### src/rtl/pwd_pkg.sv
// Shared definitions for the pulse-width decoder: state encoding, default width
// and the input latency that depends on PWD_SYNC_EN.
package pwd_pkg;

   localparam int CNT_W_DEF = 4;

   typedef enum logic [2:0] {
      ST_IDLE    = 3'd0,
      ST_ARM     = 3'd1,
      ST_LISTEN  = 3'd2,
      ST_MEASURE = 3'd3,
      ST_REPORT  = 3'd4
   } pwd_state_e;

   // Edges from pulse_in first sampled low to valid high.
`ifdef PWD_SYNC_EN
   localparam int PWD_LAT = 3;
`else
   localparam int PWD_LAT = 1;
`endif

endpackage

### src/rtl/pwd_sync.sv
// Two-flop synchroniser for the asynchronous pulse input (used under PWD_SYNC_EN).
module pwd_sync (
   input  logic clk,
   input  logic reset,
   input  logic d,
   output logic q
);

   logic meta_r;
   logic q_r;

   // Two-stage capture; the first stage may go metastable and gets a full cycle to settle.
   always_ff @(posedge clk or posedge reset) begin
      if (reset) begin
         meta_r <= 1'b0;
         q_r    <= 1'b0;
      end else begin
         meta_r <= d;
         q_r    <= meta_r;
      end
   end

   assign q = q_r;

endmodule

### src/rtl/pulse_width_decoder.sv
// Measures the high time of pulse_in and reports (high cycles - 1), saturating with err.
// Define PWD_SYNC_EN to pass pulse_in through a 2-flop synchroniser first.
module pulse_width_decoder
   import pwd_pkg::*;
#(
   parameter int CNT_W = CNT_W_DEF
) (
   input  logic             clk,
   input  logic             reset,
   input  logic             enable,
   input  logic             pulse_in,
   output logic [CNT_W-1:0] width_out,
   output logic             valid,
   output logic             err,
   output logic             busy
);

   localparam logic [CNT_W-1:0] CNT_MAX  = {CNT_W{1'b1}};
   localparam logic [CNT_W-1:0] CNT_ZERO = {CNT_W{1'b0}};

   logic             s_s;
   pwd_state_e       state_r;
   logic [CNT_W-1:0] cnt_r;
   logic             ovf_r;
   logic [CNT_W-1:0] width_r;
   logic             err_r;
   logic             valid_r;
   logic             busy_r;

`ifdef PWD_SYNC_EN
   pwd_sync u_sync (
      .clk   (clk),
      .reset (reset),
      .d     (pulse_in),
      .q     (s_s)
   );
`else
   assign s_s = pulse_in;
`endif

   // Measurement FSM; busy_r tracks whether the next state is MEASURE so it stays registered.
   always_ff @(posedge clk or posedge reset) begin
      if (reset) begin
         state_r <= ST_IDLE;
         cnt_r   <= CNT_ZERO;
         ovf_r   <= 1'b0;
         width_r <= CNT_ZERO;
         err_r   <= 1'b0;
         valid_r <= 1'b0;
         busy_r  <= 1'b0;
      end else begin
         valid_r <= 1'b0;
         busy_r  <= 1'b0;
         if (!enable) begin
            state_r <= ST_IDLE;
         end else begin
            case (state_r)
               ST_IDLE: begin
                  state_r <= ST_ARM;
               end
               ST_ARM: begin
                  if (!s_s) begin
                     state_r <= ST_LISTEN;
                  end
               end
               ST_LISTEN: begin
                  if (s_s) begin
                     state_r <= ST_MEASURE;
                     cnt_r   <= CNT_ZERO;
                     ovf_r   <= 1'b0;
                     busy_r  <= 1'b1;
                  end
               end
               ST_MEASURE: begin
                  if (s_s) begin
                     busy_r <= 1'b1;
                     if (cnt_r == CNT_MAX) begin
                        ovf_r <= 1'b1;
                     end else begin
                        cnt_r <= cnt_r + 1'b1;
                     end
                  end else begin
                     state_r <= ST_REPORT;
                     width_r <= cnt_r;
                     err_r   <= ovf_r;
                     valid_r <= 1'b1;
                  end
               end
               ST_REPORT: begin
                  // A single low cycle is a legal gap, so a new pulse can start right here.
                  if (s_s) begin
                     state_r <= ST_MEASURE;
                     cnt_r   <= CNT_ZERO;
                     ovf_r   <= 1'b0;
                     busy_r  <= 1'b1;
                  end else begin
                     state_r <= ST_LISTEN;
                  end
               end
               default: begin
                  state_r <= ST_IDLE;
               end
            endcase
         end
      end
   end

   assign width_out = width_r;
   assign valid     = valid_r;
   assign err       = err_r;
   assign busy      = busy_r;

endmodule

### config.mk
export PLATFORM = sky130hd
export DESIGN_NAME = pulse_width_decoder
export DESIGN_NICKNAME = d
export VERILOG_FILES = /design/src/rtl/pwd_pkg.sv /design/src/rtl/pwd_sync.sv /design/src/rtl/pulse_width_decoder.sv
export SDC_FILE = /design/constraint.sdc
export NUM_CORES = 1
export LEC_CHECK = 0
export ABC_AREA = 1
export BUFFER_PORTS_ARGS = -buffer_cell sky130_fd_sc_hd__buf_2
export CAP_MARGIN = 40
export CORE_MARGIN = 4
export CORE_UTILIZATION = 52
export DETAILED_ROUTE_END_ITERATION = 10
export GPL_TIMING_DRIVEN = 1
export PLACE_DENSITY = 0.83
export SETUP_SLACK_MARGIN = 0.4
export SLEW_MARGIN = 20
export SYNTH_ARGS = -nofsm -noshare
export SYNTH_HDL_FRONTEND = slang
export SYNTH_SLANG_ARGS = --single-unit
### constraint.sdc
create_clock -name clk -period 1.83 [get_ports clk]
set_clock_uncertainty 0.2 [all_clocks]
set_input_delay 0.183 -clock clk [delete_from_list [all_inputs] [get_ports clk]]
set_output_delay 0.183 -clock clk [all_outputs]
set_load 0.005 [all_outputs]
==> results of run 1 <==
-- per-layer routing --
layer / vias up / routed length [microns] / global-route usage
met5: - / 0 / 0
met4: 0 / 69 / 0.1170
met3: 7 / 80 / 0.02789
met2: 23 / 772 / 0.2401
met1: 304 / 661 / 0.1744
li1: 325 / - / -
-- metrics by stage --
step           hold WS [ns]  power (mW)  utilization  cell area [sq um]  setup slack (ns)
2_1_floorplan       -0.1155      0.6695            -              709.4            0.4574
3_3_place_gp        0.05045      0.7423       0.6056              778.2            0.3950
3_5_place_dp        0.04906      0.7627       0.6056              778.2            0.3475
4_1_cts             0.06171      0.9938       0.6709              862.1            0.4193
5_1_grt             0.03119       1.151       0.7108              913.4            0.2958
6_report            0.02356       1.065       0.7108              913.4            0.4187
-- worst min path at each step --
stage	from	end	cells after the start
2_1_floorplan	reset	busy$_DFF_PP0_	1
3_3_place_gp	reset	busy$_DFF_PP0_	2
6_report	pulse_in	state_r[2]$_DFFE_PP0P_	4
5_1_grt	pulse_in	state_r[2]$_DFFE_PP0P_	4
3_5_place_dp	reset	width_out[2]$_DFFE_PP0P_	2
4_1_cts	pulse_in	state_r[2]$_DFFE_PP0P_	4
-- state kept, by name, summed over array words and instances (netlist names) --
name / flops
busy: 1
cnt_r: 4
err: 1
ovf_r: 1
state_r: 3
valid: 1
width_out: 4
-- layout make-up --
type	instances	area, sq um	area share
sequential	15	377.9	0.4137
timing repair buffer	17	107.6	0.1178
tap	15	18.77	0.02055
multi-input combinational	63	342.8	0.3753
inverter	10	40.04	0.04384
clock buffer	4	26.28	0.02877
-- worst min-delay path: cells and delay by family --
kind          cells  cell delay (ns)
simple gates      2             0.16
buf+inv           2             0.14
-- timing repair --
action | in CTS | in global routing
endpoints found under the hold margin | 16 | 0
gates resized for setup | 1 | 13
pin swaps | 0 | 6
buffers inserted | 4 | 1
endpoints found under the setup margin | 4 | 9
hold buffers | 2 | 0
-- kinds of logic (layout without fill, tap and decap cells) --
group                    after synthesis  after routing  synth area share
AND/OR/NAND/NOR                       50             50            0.3157
flip-flops                            15             15            0.5291
AO/OA/AOI/OAI                         12             12           0.08465
buffers and inverters                 10             31           0.05292
adder cells (fa/ha/maj)                1              1           0.01763
-- synth_stat cells, drive strengths merged --
cell type  count
dfrtp         15
ha             1
inv           10
nand2         32
nand3          9
nand4          1
nor2           8
o21ai         12
-- report_power, final --
part	internal, mW	leakage [nW]	switching [mW]	total [mW]
Combinational	0.180	0.261	0.218	0.397
Clock	0.0847	0.0150	0.0984	0.183
Sequential	0.419	0.196	0.0655	0.484
==> out/results.ini, run 1 <==
[worst_setup_path]
worstSetupEndpointType=register
path_buf_inv=1
required_ns=1.84
crit_end=ovf_r$_DFFE_PP0P_
cp-startpoint=state_r[1]$_DFFE_PP0P_
worstSetupPathType=register to register
r2r_start=state_r[1]$_DFFE_PP0P_
slowest_delay_ns=0.39
r2r_cells=7
path_depth=7
path_max_fanout=3
cp_common_cell=nand2_1
crit_family=flip-flops
r2r_slack_ns=0.42
critPathArrivalTime_ns=1.42
cp-start-kind=register
slowest_stage=dfrtp_1
cp_cell_sequence=buf_4 > nand2_1 > nor2_1 > o21ai_0 > nand3_1 > nand2_1 > o21ai_1
rr_endpoint=ovf_r$_DFFE_PP0P_

[global_route]
track_usage=0.1499
grt_pass1_vias=507
grt.overflow.total=0
grt_pass1_wl_microns=2090
antenna_found_initial=0
grt_max_degree=16

[timing]
clock.fmax_mhz=708.6
hold_viol=0
rsz0062_at_grt=yes
setup_violations=0
slew_headroom=0.6234
finalSetupTns_ns=0
tightest_slew_ns=0.5643
slew_violations=0
fin_crit_ns=1.411
finalCritPeriodShare=0.7712

[finish]
final_common_cell=nand2_1
layout_common_cells=nand2_1, dfrtp_1, buf_2
layout.cells.non_filler=124
syn_to_final_growth_pct=28.75
drive_gt1_frac=0.3211
final_nets=115
n_fill_cell=107
n_antenna_cell=0

[outcome]
status=finished clean

[drt]
vias=659
drtIter0Drc=18
routedWlPerCell_microns=12.76
wl_microns=1582
avgViaCountPerCell=5.315
ant_nets=0
dr.pass1.iters=4
drc=0

[floorplan]
fp.dieH_microns=44.94
start_util=0.5521
num_rows=13
core_area_sq_mm=0.001285
pin_count=11
die_w_microns=44.94
die_area_sq_mm=0.002019

[logic_synthesis]
ys_seq_area_frac=0.5291
synth_top_area_cell=dfrtp_1
synth.top_cell.area_share=0.5291
syn_nets=93
ys_warn_count=0
ys_top_cells_by_area=dfrtp_1, nand2_1, o21ai_1, nand3_1, nand3_2
synth_cell_type_count=12
synthesis.area_sq_um=709.4
avgSynthCellArea_sq_um=8.062
netlist_instances=88
synth_seq_cells=15

[worst_hold_path]
hold_path.class=input pin to register

[cts]
cts_sinks=15
cts_max_level=1
clockBufferDepth=2
cts-root-buf=clkbuf_4
path_clk_slew_ns=0.08
cts_tree=done
clock_latency_ns=0.28
cts_buffers=3

[job]
drv_cap=0

[power]
ir_drop_v=0.0005659
power_density_mw_per_mm2=1166
static-leakage-power_nw=0.4720

[placed_design]
gp_congestion=0.8315
place_inst=113
dp_hpwl_microns=942.4
portBuffers=10

Note: power is estimated with default switching activity, not from simulation.
==> inputs of run 2 (changes only) <==
--- a/config.mk
+++ b/config.mk
@@ -9,10 +9,10 @@
 export BUFFER_PORTS_ARGS = -buffer_cell sky130_fd_sc_hd__buf_2
 export CAP_MARGIN = 40
 export CORE_MARGIN = 4
-export CORE_UTILIZATION = 52
+export CORE_UTILIZATION = 47
 export DETAILED_ROUTE_END_ITERATION = 10
 export GPL_TIMING_DRIVEN = 1
-export PLACE_DENSITY = 0.83
+export PLACE_DENSITY = 0.8
 export SETUP_SLACK_MARGIN = 0.4
 export SLEW_MARGIN = 20
 export SYNTH_ARGS = -nofsm -noshare
==> constraint.sdc (replaced) <==
create_clock -name clk -period 1.25 [get_ports clk]
set_clock_uncertainty 0.2 [all_clocks]
set_input_delay 0.125 -clock clk [delete_from_list [all_inputs] [get_ports clk]]
set_output_delay 0.125 -clock clk [all_outputs]
set_load 0.005 [all_outputs]
==> run 2 against run 1 <==
Net effect: critical path type unchanged; utilization grew 9.3 points; via count grew 21%; clock-buffer cell count is the same; total power grew 76%; the flow now finishes with violations (negative hold slack, negative setup slack); global-route usage grew 3.5 points; register-to-register slack lost 0.64 ns; largest cell class is now multi-input combinational cells.
==> out/results.ini, run 2 (same netlist as run 1, synthesis figures left out) <==
[power]
netSwitchingPower_uw=712.8  ; +87%
pwr-share-comb=0.454  ; +0.081
p_int_mw=1.163  ; +70%
ir_drop_v=0.0008756  ; +55%
pwr-share-seq=0.393  ; -0.062
power_density_mw_per_mm2=1708  ; +46%
p_sw_frac=0.3799  ; +0.02149
static-leakage-power_nw=0.5728  ; +21%
clockPowerShare=0.153  ; -0.019

[timing]
setup_ws_ns=-0.2178  ; -0.6365 ns
finalSetupTns_ns=-1.949  ; -1.949 ns
fin_crit_ns=1.468  ; +0.05645 ns
tightest_slew_ns=0.3029  ; -0.2614 ns
slew_violations=0  ; unchanged
finalCritPeriodShare=1.174  ; +0.4030
hold_viol=17  ; +17
rsz0062_at_grt=yes
slew_headroom=0.7976  ; +0.1742
clock.fmax_mhz=681.3  ; -3.8%
setup_violations=13  ; +13
fin_hold_ws_ns=-0.4622  ; -0.4858 ns

[global_route]
grt_pass1_wl_microns=2766  ; +32%
antenna_found_initial=0  ; unchanged
grt_max_degree=11  ; -5
grt.overflow.total=0  ; unchanged
grt_pass1_vias=596  ; +18%
track_usage=0.1852  ; +0.03537

[worst_setup_path]
worstSetupPathType=register to register
worstSetupEndpointType=register
slowest_delay_ns=0.49  ; +0.10 ns
cp_common_cell=nand2_1
crit_family=simple AND/OR/NAND/NOR gates
path_buf_inv=0  ; -1
required_ns=1.26  ; -0.58 ns
slowest_stage=dfrtp_2
critPathArrivalTime_ns=1.48  ; +0.06 ns
cp-start-kind=register
path_max_fanout=8  ; +5
cp_cell_sequence=nand2_1 > nor2_1 > nand2_2 > nand3_4 > nand2_1 > o21ai_1

[outcome]
status=complete, but fails checks
violations=negative hold slack, negative setup slack

[finish]
final_nets=131  ; +14%
syn_to_final_growth_pct=54.85
drive_gt1_frac=0.5200  ; +0.1989
layout.cells.non_filler=140  ; +13%
layout_common_cells=nand2_1, buf_4, dfrtp_1
n_antenna_cell=0  ; unchanged
final_common_cell=nand2_1
n_fill_cell=76  ; -29%

[floorplan]
fp.dieH_microns=46.85  ; +4.3%
core_area_sq_mm=0.001366  ; +6.3%
start_util=0.5192  ; -0.03286
die_w_microns=46.85  ; +4.3%
num_rows=13  ; unchanged
pin_count=11  ; unchanged
die_area_sq_mm=0.002195  ; +8.7%

[placed_design]
dp_hpwl_microns=1108  ; +18%
gp_congestion=0.8675  ; +4.3%
portBuffers=10  ; unchanged
place_inst=126  ; +12%

[cts]
cts_max_level=1  ; unchanged
cts_tree=done
clockBufferDepth=2  ; unchanged
cts-root-buf=clkbuf_4
clock_latency_ns=0.28  ; about the same
cts_buffers=3  ; unchanged
path_clk_slew_ns=0.10  ; +0.02 ns
cts_sinks=15  ; unchanged
postCtsHoldBufs=1  ; -1

[drt]
routedWlPerCell_microns=16.53  ; +30%
ant_nets=0  ; unchanged
wl_microns=2314  ; +46%
drtIter0Drc=52  ; +34
drc=0  ; unchanged
vias=797  ; +21%
dr.pass1.iters=4  ; unchanged
avgViaCountPerCell=5.693  ; +7.1%

[job]
drv_cap=0  ; unchanged

[worst_hold_path]
hold_path.class=input pin to asynchronous set/reset pin

==> run 2: changes by cell type in the layout (fill, tap and decap cells not counted), sizes merged <==
cell and change:
dlygate4sd3 -2, buf +18
==> run 2: area by class of cell <==
cell class / instances / area (sq um) / share of cell area
timing repair buffer: 33 / 234.0 / 0.2130
sequential: 15 / 377.9 / 0.3440
clock buffer: 4 / 26.28 / 0.02392
tap: 15 / 18.77 / 0.01708
inverter: 10 / 40.04 / 0.03645
multi-input combinational: 63 / 401.6 / 0.3656
==> run 2: routing by layer <==
metal / global-route usage / up-vias / share of wire
li1: - / 360 / -
met1: 0.2364 / 361 / 0.35
met2: 0.3035 / 64 / 0.52
met3: 0.03448 / 12 / 0.095
met4: 0.08287 / 0 / 0.042
met5: 0 / - / 0
==> run 2: path summary, 6_finish.rpt <==
path / startpoint / endpoint / slack [ns] / cells after the start
max in group asynchronous: reset / ovf_r$_DFFE_PP0P_ / 0.92 / 3
worst min-delay path: reset / busy$_DFF_PP0_ / -0.46 / 2
worst max register to register: state_r[1]$_DFFE_PP0P_ / cnt_r[1]$_DFFE_PP0P_ / -0.22 / 6
worst min register to register: err$_DFFE_PP0P_ / err$_DFFE_PP0P_ / 0.32 / 2
worst max-delay path: state_r[1]$_DFFE_PP0P_ / cnt_r[1]$_DFFE_PP0P_ / -0.22 / 6
min in group clk: enable / state_r[1]$_DFFE_PP0P_ / -0.09 / 3
==> run 2: metrics by stage <==
stage               hold slack [ns]    util  setup slack [ns]  area, sq um  power, mW
floorplan                   -0.1735       -          -0.08465        718.2     0.9888
global placement            -0.1562  0.6474           -0.1262        884.6      1.209
detailed placement          -0.1472  0.6474           -0.1485        884.6      1.238
CTS                        -0.08893  0.7234           -0.1100        988.4      1.615
global route                -0.4503  0.8040           -0.2499         1099      1.970
finish                      -0.4622  0.8040           -0.2178         1099      1.876
==> run 2: power groups by stage <==
stage,clock [mW],sequential (mW),combinational (mW)
after floorplan,0,0.721,0.268
after global placement,0,0.690,0.520
after detailed placement,0,0.697,0.540
after CTS,0.278,0.690,0.648
after global routing,0.306,0.745,0.919
final,0.286,0.738,0.852
==> run 2: what timing repair did <==
item                                   in CTS  in global routing
setup buffers                               5                  5
pin swaps                                   8                  6
endpoints found under the hold margin      17                 17
resized for setup                           8                 26
setup endpoints to repair                  22                 32
cloned                                      0                  0
